[config.mk]
export PLATFORM = sky130hd
export DESIGN_NAME = l2_port_arbiter_flat
export DESIGN_NICKNAME = d
export VERILOG_FILES = /design/src/rtl/l2arb_pkg.sv /design/src/rtl/l2_port_arbiter_if.sv /design/src/rtl/l2arb_rsp_fifo.sv /design/src/rtl/l2_port_arbiter.sv /design/src/flat_wrapper.sv
export SDC_FILE = /design/constraint.sdc
export NUM_CORES = 1
export LEC_CHECK = 0
export ABC_AREA = 1
export BUFFER_PORTS_ARGS = -buffer_cell sky130_fd_sc_hd__clkbuf_2
export CAP_MARGIN = 20
export CORE_MARGIN = 2
export CORE_UTILIZATION = 30
export CTS_BUF_LIST = sky130_fd_sc_hd__clkbuf_4
export DETAILED_ROUTE_END_ITERATION = 10
export MAX_ROUTING_LAYER = met4
export SLEW_MARGIN = 20
export SYNTH_ARGS = -nofsm -noshare
export SYNTH_HDL_FRONTEND = slang
export SYNTH_SLANG_ARGS = --single-unit
[constraint.sdc]
create_clock -name clk -period 2.4 [get_ports clk]
set_input_delay 0.48 -clock clk [delete_from_list [all_inputs] [get_ports clk]]
set_output_delay 0.48 -clock clk [all_outputs]
set_load 0.005 [all_outputs]
[src/rtl/l2arb_pkg.sv]
// Shared types and constants for the L2 read-port arbiter.
package l2arb_pkg;

   typedef enum logic [1:0] {IDLE, BURST, DRAIN} state_e;

   localparam int NREQ  = 3;
   localparam int REQ_W = 0;
   localparam int REQ_I = 1;
   localparam int REQ_O = 2;

   // Width able to hold 0..depth (credit, outstanding and occupancy counts)
   function automatic int credit_w(input int depth);
      return $clog2(depth + 1);
   endfunction

endpackage

[src/rtl/l2_port_arbiter_if.sv]
// Requester, L2 and response channels of the arbiter bundled as one interface.
interface l2_port_arbiter_if
   import l2arb_pkg::*;
#(
   parameter int ADDR_W = 16,
   parameter int DATA_W = 8,
   parameter int LEN_W  = 4
);
   logic [NREQ-1:0]        req_vld;
   logic [NREQ-1:0]        req_rdy;
   logic [NREQ*ADDR_W-1:0] req_addr;
   logic [NREQ*LEN_W-1:0]  req_len;
   logic                   mem_req_vld;
   logic                   mem_req_rdy;
   logic [ADDR_W-1:0]      mem_req_addr;
   logic                   mem_rsp_vld;
   logic [DATA_W-1:0]      mem_rsp_dat;
   logic [NREQ-1:0]        rsp_vld;
   logic [NREQ-1:0]        rsp_rdy;
   logic [DATA_W-1:0]      rsp_dat;
   logic                   busy;
   logic [1:0]             owner;

   modport slave (
      input  req_vld, req_addr, req_len, mem_req_rdy, mem_rsp_vld, mem_rsp_dat, rsp_rdy,
      output req_rdy, mem_req_vld, mem_req_addr, rsp_vld, rsp_dat, busy, owner
   );

   modport master (
      output req_vld, req_addr, req_len, mem_req_rdy, mem_rsp_vld, mem_rsp_dat, rsp_rdy,
      input  req_rdy, mem_req_vld, mem_req_addr, rsp_vld, rsp_dat, busy, owner
   );
endinterface

[src/rtl/l2arb_rsp_fifo.sv]
// Response buffer: DEPTH x DATA_W FIFO, write-to-read latency 1, storage reset to 0.
// No internal backpressure: the caller only pushes when not full or popping in the same cycle.
module l2arb_rsp_fifo #(
   parameter int DEPTH  = 2,
   parameter int DATA_W = 8,
   localparam int PTR_W = (DEPTH > 1) ? $clog2(DEPTH) : 1,
   localparam int CNT_W = $clog2(DEPTH + 1)
) (
   input  logic              clk,
   input  logic              rst,
   input  logic              push_i,
   input  logic [DATA_W-1:0] push_dat_i,
   input  logic              pop_i,
   output logic [DATA_W-1:0] head_dat_o,
   output logic              full_o,
   output logic              empty_o,
   output logic [CNT_W-1:0]  occ_o
);
   logic [DATA_W-1:0] mem_q [DEPTH];
   logic [PTR_W-1:0]  wr_ptr_q, rd_ptr_q;
   logic [CNT_W-1:0]  occ_q;

   function automatic logic [PTR_W-1:0] ptr_inc(input logic [PTR_W-1:0] p);
      return (p == PTR_W'(DEPTH - 1)) ? '0 : p + 1'b1;
   endfunction

   always_ff @(posedge clk) begin
      if (rst) begin
         for (int i = 0; i < DEPTH; i++) mem_q[i] <= '0;
         wr_ptr_q <= '0;
         rd_ptr_q <= '0;
         occ_q    <= '0;
      end else begin
         if (push_i) begin
            mem_q[wr_ptr_q] <= push_dat_i;
            wr_ptr_q        <= ptr_inc(wr_ptr_q);
         end
         if (pop_i) rd_ptr_q <= ptr_inc(rd_ptr_q);
         occ_q <= occ_q + CNT_W'(push_i) - CNT_W'(pop_i);
      end
   end

   assign head_dat_o = mem_q[rd_ptr_q];
   assign full_o     = (occ_q == CNT_W'(DEPTH));
   assign empty_o    = (occ_q == '0);
   assign occ_o      = occ_q;
endmodule

[src/rtl/l2_port_arbiter.sv]
// Grants one W/I/O refill burst at a time onto the L2 read port (round-robin, or fixed W>I>O with
// L2ARB_FIXED_PRIO_EN); accept in 1 cycle, reads issue under DEPTH credits, responses +1 cycle via buffer.
module l2_port_arbiter
   import l2arb_pkg::*;
#(
   parameter int ADDR_W = 16,
   parameter int DATA_W = 8,
   parameter int LEN_W  = 4,
   parameter int DEPTH  = 2
) (
   input logic              clk,
   input logic              rst,
   l2_port_arbiter_if.slave bus
);
   localparam int CRD_W = credit_w(DEPTH);

   state_e             state_q;
   logic [1:0]         owner_q;
   logic [ADDR_W-1:0]  addr_q;
   logic [LEN_W-1:0]   cnt_q;
   logic [CRD_W-1:0]   credit_q, credit_d;
   logic [CRD_W-1:0]   outst_q, outst_d;
`ifndef L2ARB_FIXED_PRIO_EN
   logic [1:0]         ptr_q;
`endif

   logic [1:0]         win;
   logic               win_vld;
   logic               accept, pop, issue_vld, issue, rsp_wr, drain_done;
   logic               full, empty;
   logic [CRD_W-1:0]   occ;
   logic [DATA_W-1:0]  head_dat;

   // Lowest search position is visited last so it overrides later candidates
   always_comb begin
      logic [1:0] j;
      win     = '0;
      win_vld = 1'b0;
      j       = '0;
      for (int k = NREQ - 1; k >= 0; k--) begin
`ifdef L2ARB_FIXED_PRIO_EN
         j = 2'(k);
`else
         j = 2'((int'(ptr_q) + k) % NREQ);
`endif
         if (bus.req_vld[j]) begin
            win     = j;
            win_vld = 1'b1;
         end
      end
   end

   assign accept     = (state_q == IDLE) && win_vld && !rst;
   assign pop        = !empty && bus.rsp_rdy[owner_q];
   assign issue_vld  = (state_q == BURST) && ((credit_q != '0) || pop);
   assign issue      = issue_vld && bus.mem_req_rdy;
   assign rsp_wr     = bus.mem_rsp_vld && (outst_q != '0);
   assign drain_done = (outst_q == '0) && (empty || ((occ == CRD_W'(1)) && pop));
   assign credit_d   = credit_q - CRD_W'(issue) + CRD_W'(pop);
   assign outst_d    = outst_q + CRD_W'(issue) - CRD_W'(rsp_wr);

   always_ff @(posedge clk) begin
      if (rst) begin
         state_q  <= IDLE;
         owner_q  <= '0;
         addr_q   <= '0;
         cnt_q    <= '0;
         credit_q <= CRD_W'(DEPTH);
         outst_q  <= '0;
`ifndef L2ARB_FIXED_PRIO_EN
         ptr_q    <= '0;
`endif
      end else begin
         credit_q <= credit_d;
         outst_q  <= outst_d;
         case (state_q)
            IDLE: if (accept) begin
               addr_q  <= bus.req_addr[int'(win)*ADDR_W +: ADDR_W];
               cnt_q   <= bus.req_len[int'(win)*LEN_W +: LEN_W];
               owner_q <= win;
`ifndef L2ARB_FIXED_PRIO_EN
               ptr_q   <= (win == 2'(NREQ - 1)) ? 2'd0 : win + 2'd1;
`endif
               state_q <= BURST;
            end
            BURST: if (issue) begin
               addr_q <= addr_q + 1'b1;
               cnt_q  <= cnt_q - 1'b1;
               if (cnt_q == '0) state_q <= DRAIN;
            end
            DRAIN: if (drain_done) state_q <= IDLE;
            default: state_q <= IDLE;
         endcase
      end
   end

   l2arb_rsp_fifo #(.DEPTH(DEPTH), .DATA_W(DATA_W)) u_rsp_fifo (
      .clk        (clk),
      .rst        (rst),
      .push_i     (rsp_wr),
      .push_dat_i (bus.mem_rsp_dat),
      .pop_i      (pop),
      .head_dat_o (head_dat),
      .full_o     (full),
      .empty_o    (empty),
      .occ_o      (occ)
   );

   assign bus.req_rdy      = accept ? (NREQ'(1) << win) : '0;
   assign bus.mem_req_vld  = issue_vld;
   assign bus.mem_req_addr = addr_q;
   assign bus.rsp_vld      = empty ? '0 : (NREQ'(1) << owner_q);
   assign bus.rsp_dat      = head_dat;
   assign bus.busy         = (state_q != IDLE);
   assign bus.owner        = owner_q;

   a_no_overflow: assert property (@(posedge clk) disable iff (rst)
      !(bus.mem_rsp_vld && full && !pop));
   a_no_stray_rsp: assert property (@(posedge clk) disable iff (rst)
      !(bus.mem_rsp_vld && (outst_q == '0)));
endmodule
[src/flat_wrapper.sv]
// flat-port wrapper written by rule: the top's interface ports become plain ports
module l2_port_arbiter_flat import l2arb_pkg::*;
#(
   parameter int ADDR_W = 16,
   parameter int DATA_W = 8,
   parameter int LEN_W  = 4,
   parameter int DEPTH  = 2
)
  (clk, rst, bus_req_vld, bus_req_addr, bus_req_len, bus_mem_req_rdy, bus_mem_rsp_vld, bus_mem_rsp_dat, bus_rsp_rdy, bus_req_rdy, bus_mem_req_vld, bus_mem_req_addr, bus_rsp_vld, bus_rsp_dat, bus_busy, bus_owner);
  l2_port_arbiter_if #(.ADDR_W(ADDR_W), .DATA_W(DATA_W), .LEN_W(LEN_W)) bus_i ();
  input logic clk;
  input logic rst;
  input wire logic [$bits(bus_i.req_vld)-1:0] bus_req_vld;
  input wire logic [$bits(bus_i.req_addr)-1:0] bus_req_addr;
  input wire logic [$bits(bus_i.req_len)-1:0] bus_req_len;
  input wire logic [$bits(bus_i.mem_req_rdy)-1:0] bus_mem_req_rdy;
  input wire logic [$bits(bus_i.mem_rsp_vld)-1:0] bus_mem_rsp_vld;
  input wire logic [$bits(bus_i.mem_rsp_dat)-1:0] bus_mem_rsp_dat;
  input wire logic [$bits(bus_i.rsp_rdy)-1:0] bus_rsp_rdy;
  output wire logic [$bits(bus_i.req_rdy)-1:0] bus_req_rdy;
  output wire logic [$bits(bus_i.mem_req_vld)-1:0] bus_mem_req_vld;
  output wire logic [$bits(bus_i.mem_req_addr)-1:0] bus_mem_req_addr;
  output wire logic [$bits(bus_i.rsp_vld)-1:0] bus_rsp_vld;
  output wire logic [$bits(bus_i.rsp_dat)-1:0] bus_rsp_dat;
  output wire logic [$bits(bus_i.busy)-1:0] bus_busy;
  output wire logic [$bits(bus_i.owner)-1:0] bus_owner;
  assign bus_i.req_vld = bus_req_vld;
  assign bus_i.req_addr = bus_req_addr;
  assign bus_i.req_len = bus_req_len;
  assign bus_i.mem_req_rdy = bus_mem_req_rdy;
  assign bus_i.mem_rsp_vld = bus_mem_rsp_vld;
  assign bus_i.mem_rsp_dat = bus_mem_rsp_dat;
  assign bus_i.rsp_rdy = bus_rsp_rdy;
  assign bus_req_rdy = bus_i.req_rdy;
  assign bus_mem_req_vld = bus_i.mem_req_vld;
  assign bus_mem_req_addr = bus_i.mem_req_addr;
  assign bus_rsp_vld = bus_i.rsp_vld;
  assign bus_rsp_dat = bus_i.rsp_dat;
  assign bus_busy = bus_i.busy;
  assign bus_owner = bus_i.owner;
  l2_port_arbiter #(.ADDR_W(ADDR_W), .DATA_W(DATA_W), .LEN_W(LEN_W), .DEPTH(DEPTH)) u_core (.clk(clk), .rst(rst), .bus(bus_i));
endmodule
==> results.yml, run 1 <==
global_routing:
  grt_pass1_wl_um: 16700
  first_global_vias: 3564
  grt_max_degree: 30
  overflow: 0
  antenna_found_initial: 1
  track_usage_pct: 16.7
synth:
  seq_area_frac_synth_pct: 33.4
  synth_flop_cell: "dfxtp_1"
  yosys-top-cells-area: "dfxtp_1 20%, edfxtp_1 14%, nand2_1 9.8%, nand3_1 7.5%, nor2_1 5.9%"
  yosysTopAreaCell: "dfxtp_1"
  avgSynthCellArea_um2: 7.02
  syn_area_mm2: 0.00353
  synthCells: 503
  synth-edff-count: 16
  yosysTopAreaCellShare_pct: 19.8
  synth.distinct_cells: 36
  yosys_warnings: 0
  synthArstFlopShare_pct: 0
  synth_fp_nets: 593
  ys_ff_latch: 51
floorplan:
  core_area_mm2: 0.0115
  fp.dieArea_mm2: 0.0127
  boundaryPins: 112
  initial_core_util_pct: 30.8
  fp.dieW_um: 113
  core.rowCount: 39
  chipHeight_um: 113
route:
  wire_per_inst_um: 13.6
  vias: 3740
  first_pass_iters: 4
  viasPerCell: 4.84
  wl_um: 10500
  ant_nets: 0
  drcViolationCount: 0
  drt_iter0_drc: 217
power:
  finalPower_uw: 5990
  p_leak_uw: 0.00229
  pwr_density_cell_mw_per_mm2: 1300
  peakVddDrop_mv: 1.00
layout:
  final_nets: 717
  fin_util_pct: 40.1
  design_area_mm2: 0.00460
  final_cell_mix: "110 x clkbuf_2, 86 x nand2_1, 54 x nor2_1"
  layout_commonest_cell: "clkbuf_2"
  layout-drive-gt1-share_pct: 36.0
  layout.cells.non_filler: 772
  areaGrowthSynthToFinish_pct: 30.2
placed_design:
  dp_hpwl_um: 7660
  io_buffers: 111
  finalWeightedCongestion: 0.884
  dpl_cell_area_mm2: 0.00424
  dp.cells: 745
worst_setup_path:
  r2r_slack_ps: 160
  critPathKind: "reg2out"
  critical_path.endpoint: "bus_req_rdy[1]"
  rr_endpoint: "u_core.bus.mem_req_addr[3]$_SDFFE_PP0P_"
  cp-end-kind: "primary output"
  worstPathArrival_ps: 2000
  cp_max_fo: 5
  start_kind: "flip-flop"
  r2r_cells: 16
  critPathLaunch: "u_core.ptr_q[0]$_SDFFE_PP0P_"
  r2r-start: "u_core.ptr_q[0]$_SDFFE_PP0P_"
  required_ps: 1920
timing:
  final-hold-violation-count: 0
  fin_crit_sh_pct: 103
  final-max-slew-violation-count: 0
  max_freq_ghz: 0.403
  setup_tns_ps: -173
  tightest_slew_ps: 504
  fin_crit_ps: 2480
  relSlewSlack_pct: 66.1
  rsz0062_at_grt: "yes"
  skew_ps: 10.9
  setup_ws_ps: -79.2
  setup_viol: 3
clocking:
  clock-sinks: 51
  path_clk_slew_ps: 170
  cts_buffers: 5
  cts-htree-levels: 2
  cts_root_buf: "clkbuf_4"
  cts_tree: "yes"
  clk_latency_ps: 390
  holdBufCountCts: 0
  cts_buffer_depth: 2
run_status:
  status: "finished with violations"
  violations: "setup timing"
worst_hold_path:
  min_path_type: "in2reg"
run:
  cap_violations: 0
[kinds of logic after synthesis]
family / share of synthesized area, %
mux: 2.55
xor+xnor: 1.74
fa+ha+maj: 4.25
buf+inv: 10.0
compound gates: 12.4
simple gates: 35.6
flops: 33.4
[per-stage QoR]
stage | setup WS (ps) | hold WS [ps]
after floorplan | 336 | 426
after global placement | 173 | 437
after detailed placement | 117 | 456
after CTS | -58.6 | 365
after global routing | -177 | 380
final | -79.2 | 396
[power breakdown]
part / internal, uW / switching [uW] / total [uW] / leakage (uW)
logic: 1640 / 2490 / 4130 / 0.00180
clock network: 125 / 320 / 445 / 0.0000362
registers: 1140 / 273 / 1420 / 0.000455
total: 2910 / 3090 / 5990 / 0.00229
[timing repair]
item	in CTS	in global routing
pin swaps	8	13
buffers inserted	14	3
cloned	0	1
endpoints found under the setup margin	3	18
resized for setup	20	21
[worst min path at each step]
stage	from	end	cells after the start
6_report	bus_mem_rsp_dat[2]	u_core.u_rsp_fifo.mem_q[0][2]$_SDFFCE_PN0P_	3
5_1_grt	bus_mem_rsp_dat[6]	u_core.u_rsp_fifo.mem_q[1][6]$_SDFFCE_PN0P_	3
4_1_cts	bus_mem_rsp_dat[2]	u_core.u_rsp_fifo.mem_q[0][2]$_SDFFCE_PN0P_	3
3_5_place_dp	u_core.u_rsp_fifo.rd_ptr_q$_SDFFE_PP0P_	flip-flop	1
3_3_place_gp	u_core.u_rsp_fifo.rd_ptr_q$_SDFFE_PP0P_	u_core.u_rsp_fifo.rd_ptr_q$_SDFFE_PP0P_	1
2_1_floorplan	u_core.u_rsp_fifo.rd_ptr_q$_SDFFE_PP0P_	flip-flop	1
[sequential cells by signal, indices dropped and copies added (netlist names), named ones only]
name / flops
u_core.u_rsp_fifo.mem_q: 16
u_core.cnt_q: 4
u_core.outst_q: 2
u_core.credit_q: 2
u_core.state_q: 2
u_core.u_rsp_fifo.rd_ptr_q: 1
u_core.ptr_q: 2
u_core.u_rsp_fifo.wr_ptr_q: 1
u_core.u_rsp_fifo.occ_o: 2
u_core.bus.owner: 2
u_core.bus.mem_req_addr: 16
[cell type report]
type	count	area [um^2]
inverters	60	235
well taps	143	179
clock inverters	3	26.3
repair buffers	140	790
multi-input cells	369	2140
clock buffers	5	37.5
flip-flops and latches	51	1190
fillers	1190	6870
diodes	1	2.50
[cells in the mapped netlist (6+ instances only)]
master and number:
xor2_1 6, nand4_1 21, o21ai_1 11, ha_1 12
nor2_1 56, inv_2 9, nor3_1 7, inv_1 50
dfxtp_1 35, nand3_1 53, o21ai_0 24, a21oi_2 10
edfxtp_1 16, mux2_2 8, nand2_1 92, buf_2 13
a21oi_1 31, nand2_2 16
[per-layer routing]
| layer | share of wire [%] | global-route usage (%) |
|---|---|---|
| met5 | 0 | - |
| met4 | 1.2 | 4.88 |
| met3 | 4.4 | 2.00 |
| met2 | 48 | 28.1 |
| met1 | 47 | 21.2 |
[worst max-delay path, cell delays in order, from the launching register on]
cell and delay, ps:
dfxtp_4 400, inv_4 40, ha_4 290, nand2_1 80, nand3_2 110, nand2_4 80
inv_2 70, nand3_2 90, nand2_4 110, nand2_8 80, nor3_4 120, buf_2 130
No activity file was read; power rests on OpenSTA's default activity.
==> run 2: changes to the inputs <==
Settings changed: CORE_ASPECT_RATIO set to 0.7, PLACE_DENSITY set to 0.52.
==> run 2 against run 1 <==
Net effect:
- the run still ends with setup timing left
- combinational power rose by 2%
- clock power rose by 14%
- first-iteration DRC count fell by 36%
- final cell count rose by 2.2%
- global-route usage rose by 1.4 points
==> results.yml, run 2 (synthesized netlist as in run 1, its figures left out) <==
worst_setup_path:
  crit_chain: "inv_2, ha_4, inv_6, nand2_4, nand3_4, nand2_1, nand2_1, nand2_2, clkinv_4, nor3_4, buf_2"
  required_ps: 1920
  crit_slowest_cell: "dfxtp_2"
  worst-path-buf-inv: 4
  worstPathArrival_ps: 1990
  critPathKind: "reg2out"
  critPathMaxStageDelay_ps: 360
  crit_family: "simple AND/OR/NAND/NOR gates"
  cp_max_fo: 4
  cp-end-kind: "primary output"
  start_kind: "flip-flop"
  path_common_cell: "nand2_1"
placed_design:
  dp_hpwl_um: 8370
  io_buffers: 111
  finalWeightedCongestion: 0.859
  dpl_cell_area_mm2: 0.00430
route:
  vias: 3847
  wl_um: 11000
  ant_nets: 0
  wire_per_inst_um: 13.9
  drcViolationCount: 0
  first_pass_iters: 5
  drt_iter0_drc: 138
  viasPerCell: 4.88
clocking:
  clk_latency_ps: 380
  clock-sinks: 51
  path_clk_slew_ps: 150
  cts_root_buf: "clkbuf_4"
  cts_tree: "yes"
  cts_buffer_depth: 2
  cts-htree-levels: 2
  cts_buffers: 5
layout:
  design_area_mm2: 0.00465
  final_nets: 721
  final_cell_mix: "109 x clkbuf_2, 88 x nand2_1, 55 x nor2_1"
  antenna_cells: 0
  layout_commonest_cell: "clkbuf_2"
  layout-drive-gt1-share_pct: 36.6
  areaGrowthSynthToFinish_pct: 31.6
  fill_cells: 1267
  fin_util_pct: 40.1
global_routing:
  track_usage_pct: 18.1
  first_global_vias: 3718
  antenna_found_initial: 0
  grt_max_degree: 30
  grt_pass1_wl_um: 17700
  overflow: 0
run:
  cap_violations: 0
floorplan:
  core.rowCount: 33
  boundaryPins: 112
  initial_core_util_pct: 30.5
  core_area_mm2: 0.0116
  fp.dieW_um: 134
  fp.dieArea_mm2: 0.0127
  chipHeight_um: 94.8
power:
  internal-power_uw: 3040
  pwr_density_cell_mw_per_mm2: 1320
  p_seq_share_pct: 23.0
  p_sw_uw: 3100
  p_leak_uw: 0.00231
  clkPwrFrac_pct: 8.3
  switching_share_pct: 50.5
  finalPower_uw: 6130
  peakVddDrop_mv: 0.546
  comb_power_share_pct: 68.7
timing:
  final-hold-violation-count: 0
  setup_tns_ps: -141
  fin_crit_ps: 2470
  tightest_slew_ps: 493
  rsz0062_at_grt: "yes"
  timing.hold.ws_ps: 409
  relSlewSlack_pct: 66.8
  setup_ws_ps: -68.4
  skew_ps: 11.2
  max_freq_ghz: 0.405
  setup_viol: 3
  fin_crit_sh_pct: 103
  final-max-slew-violation-count: 0
worst_hold_path:
  min_path_type: "in2reg"
run_status:
  violations: "setup timing"
  status: "finished with violations"
[run 2: changes by cell type in the layout (fill, tap and decap cells not counted), moves of 4 or more]
cell / before / now
buf_4: 27 / 32
o21ai_2: 0 / 4
o21ai_1: 11 / 7
inv_4: 4 / 0
[run 2: layout make-up]
| class | count | area (um^2) | area share (%) |
|---|---|---|---|
| well taps | 157 | 196 | 4.23 |
| clock inverters | 3 | 42.5 | 0.915 |
| inverters | 60 | 235 | 5.06 |
| repair buffers | 145 | 827 | 17.8 |
| multi-input cells | 368 | 2120 | 45.7 |
| flip-flops and latches | 51 | 1190 | 25.5 |
| clock buffers | 5 | 37.5 | 0.808 |
[run 2: final timing paths]
check / startpoint / to / slack (ps) / cells past startpoint
setup / recovery: u_core.ptr_q[0]$_SDFFE_PP0P_ / bus_req_rdy[1] / -70 / 11
hold / removal: bus_mem_rsp_dat[1] / u_core.u_rsp_fifo.mem_q[1][1]$_SDFFCE_PN0P_ / 410 / 3
setup reg to reg: u_core.ptr_q[0]$_SDFFE_PP0P_ / u_core.bus.mem_req_addr[4]$_SDFFE_PP0P_ / 200 / 16
hold reg to reg: u_core.u_rsp_fifo.rd_ptr_q$_SDFFE_PP0P_ / flip-flop / 460 / 1
[run 2: worst reg2reg max path, cell delays in order (launching register included)]
cell and delay [ps]:
dfxtp_2 360, inv_2 60, ha_4 310, inv_6 60
nand2_4 60, nand3_4 80, nand2_4 100, nor2_1 60
nand2_2 70, nand2_4 80, buf_4 180, nand2_4 70
nand3_4 150, buf_4 210, nor2_1 110, o21ai_2 70
a21oi_2 120
[run 2: through the flow]
step                worst slack [ps]  std cells
finish                         -68.4        789
global route                    -178        789
CTS                            -82.6        786
detailed placement               115        764
global placement                 207        764
floorplan                        336        503
[run 2: power groups by stage]
stage	Sequential [uW]	Clock, uW	Combinational (uW)
floorplan	1350	0	2600
global placement	1410	0	3570
detailed placement	1420	0	3630
CTS	1410	525	4080
global route	1450	554	4730
finish	1410	508	4210
[run 2: metal layers]
layer,vias up,wire length [um],track usage [%]
li1,1930,-,-
met1,1800,5330,23.2
met2,105,5000,30.1
met3,12,495,3.11
met4,0,157,3.90
met5,-,0,-
[run 2: what timing repair did]
| item | 4_1_cts | 5_1_grt |
|---|---|---|
| hold endpoints to repair | 0 | 0 |
| hold buffers | 0 | 0 |
| setup endpoints to repair | 3 | 23 |
| setup buffers | 14 | 6 |
| pin swaps | 11 | 12 |
| resized for setup | 25 | 17 |
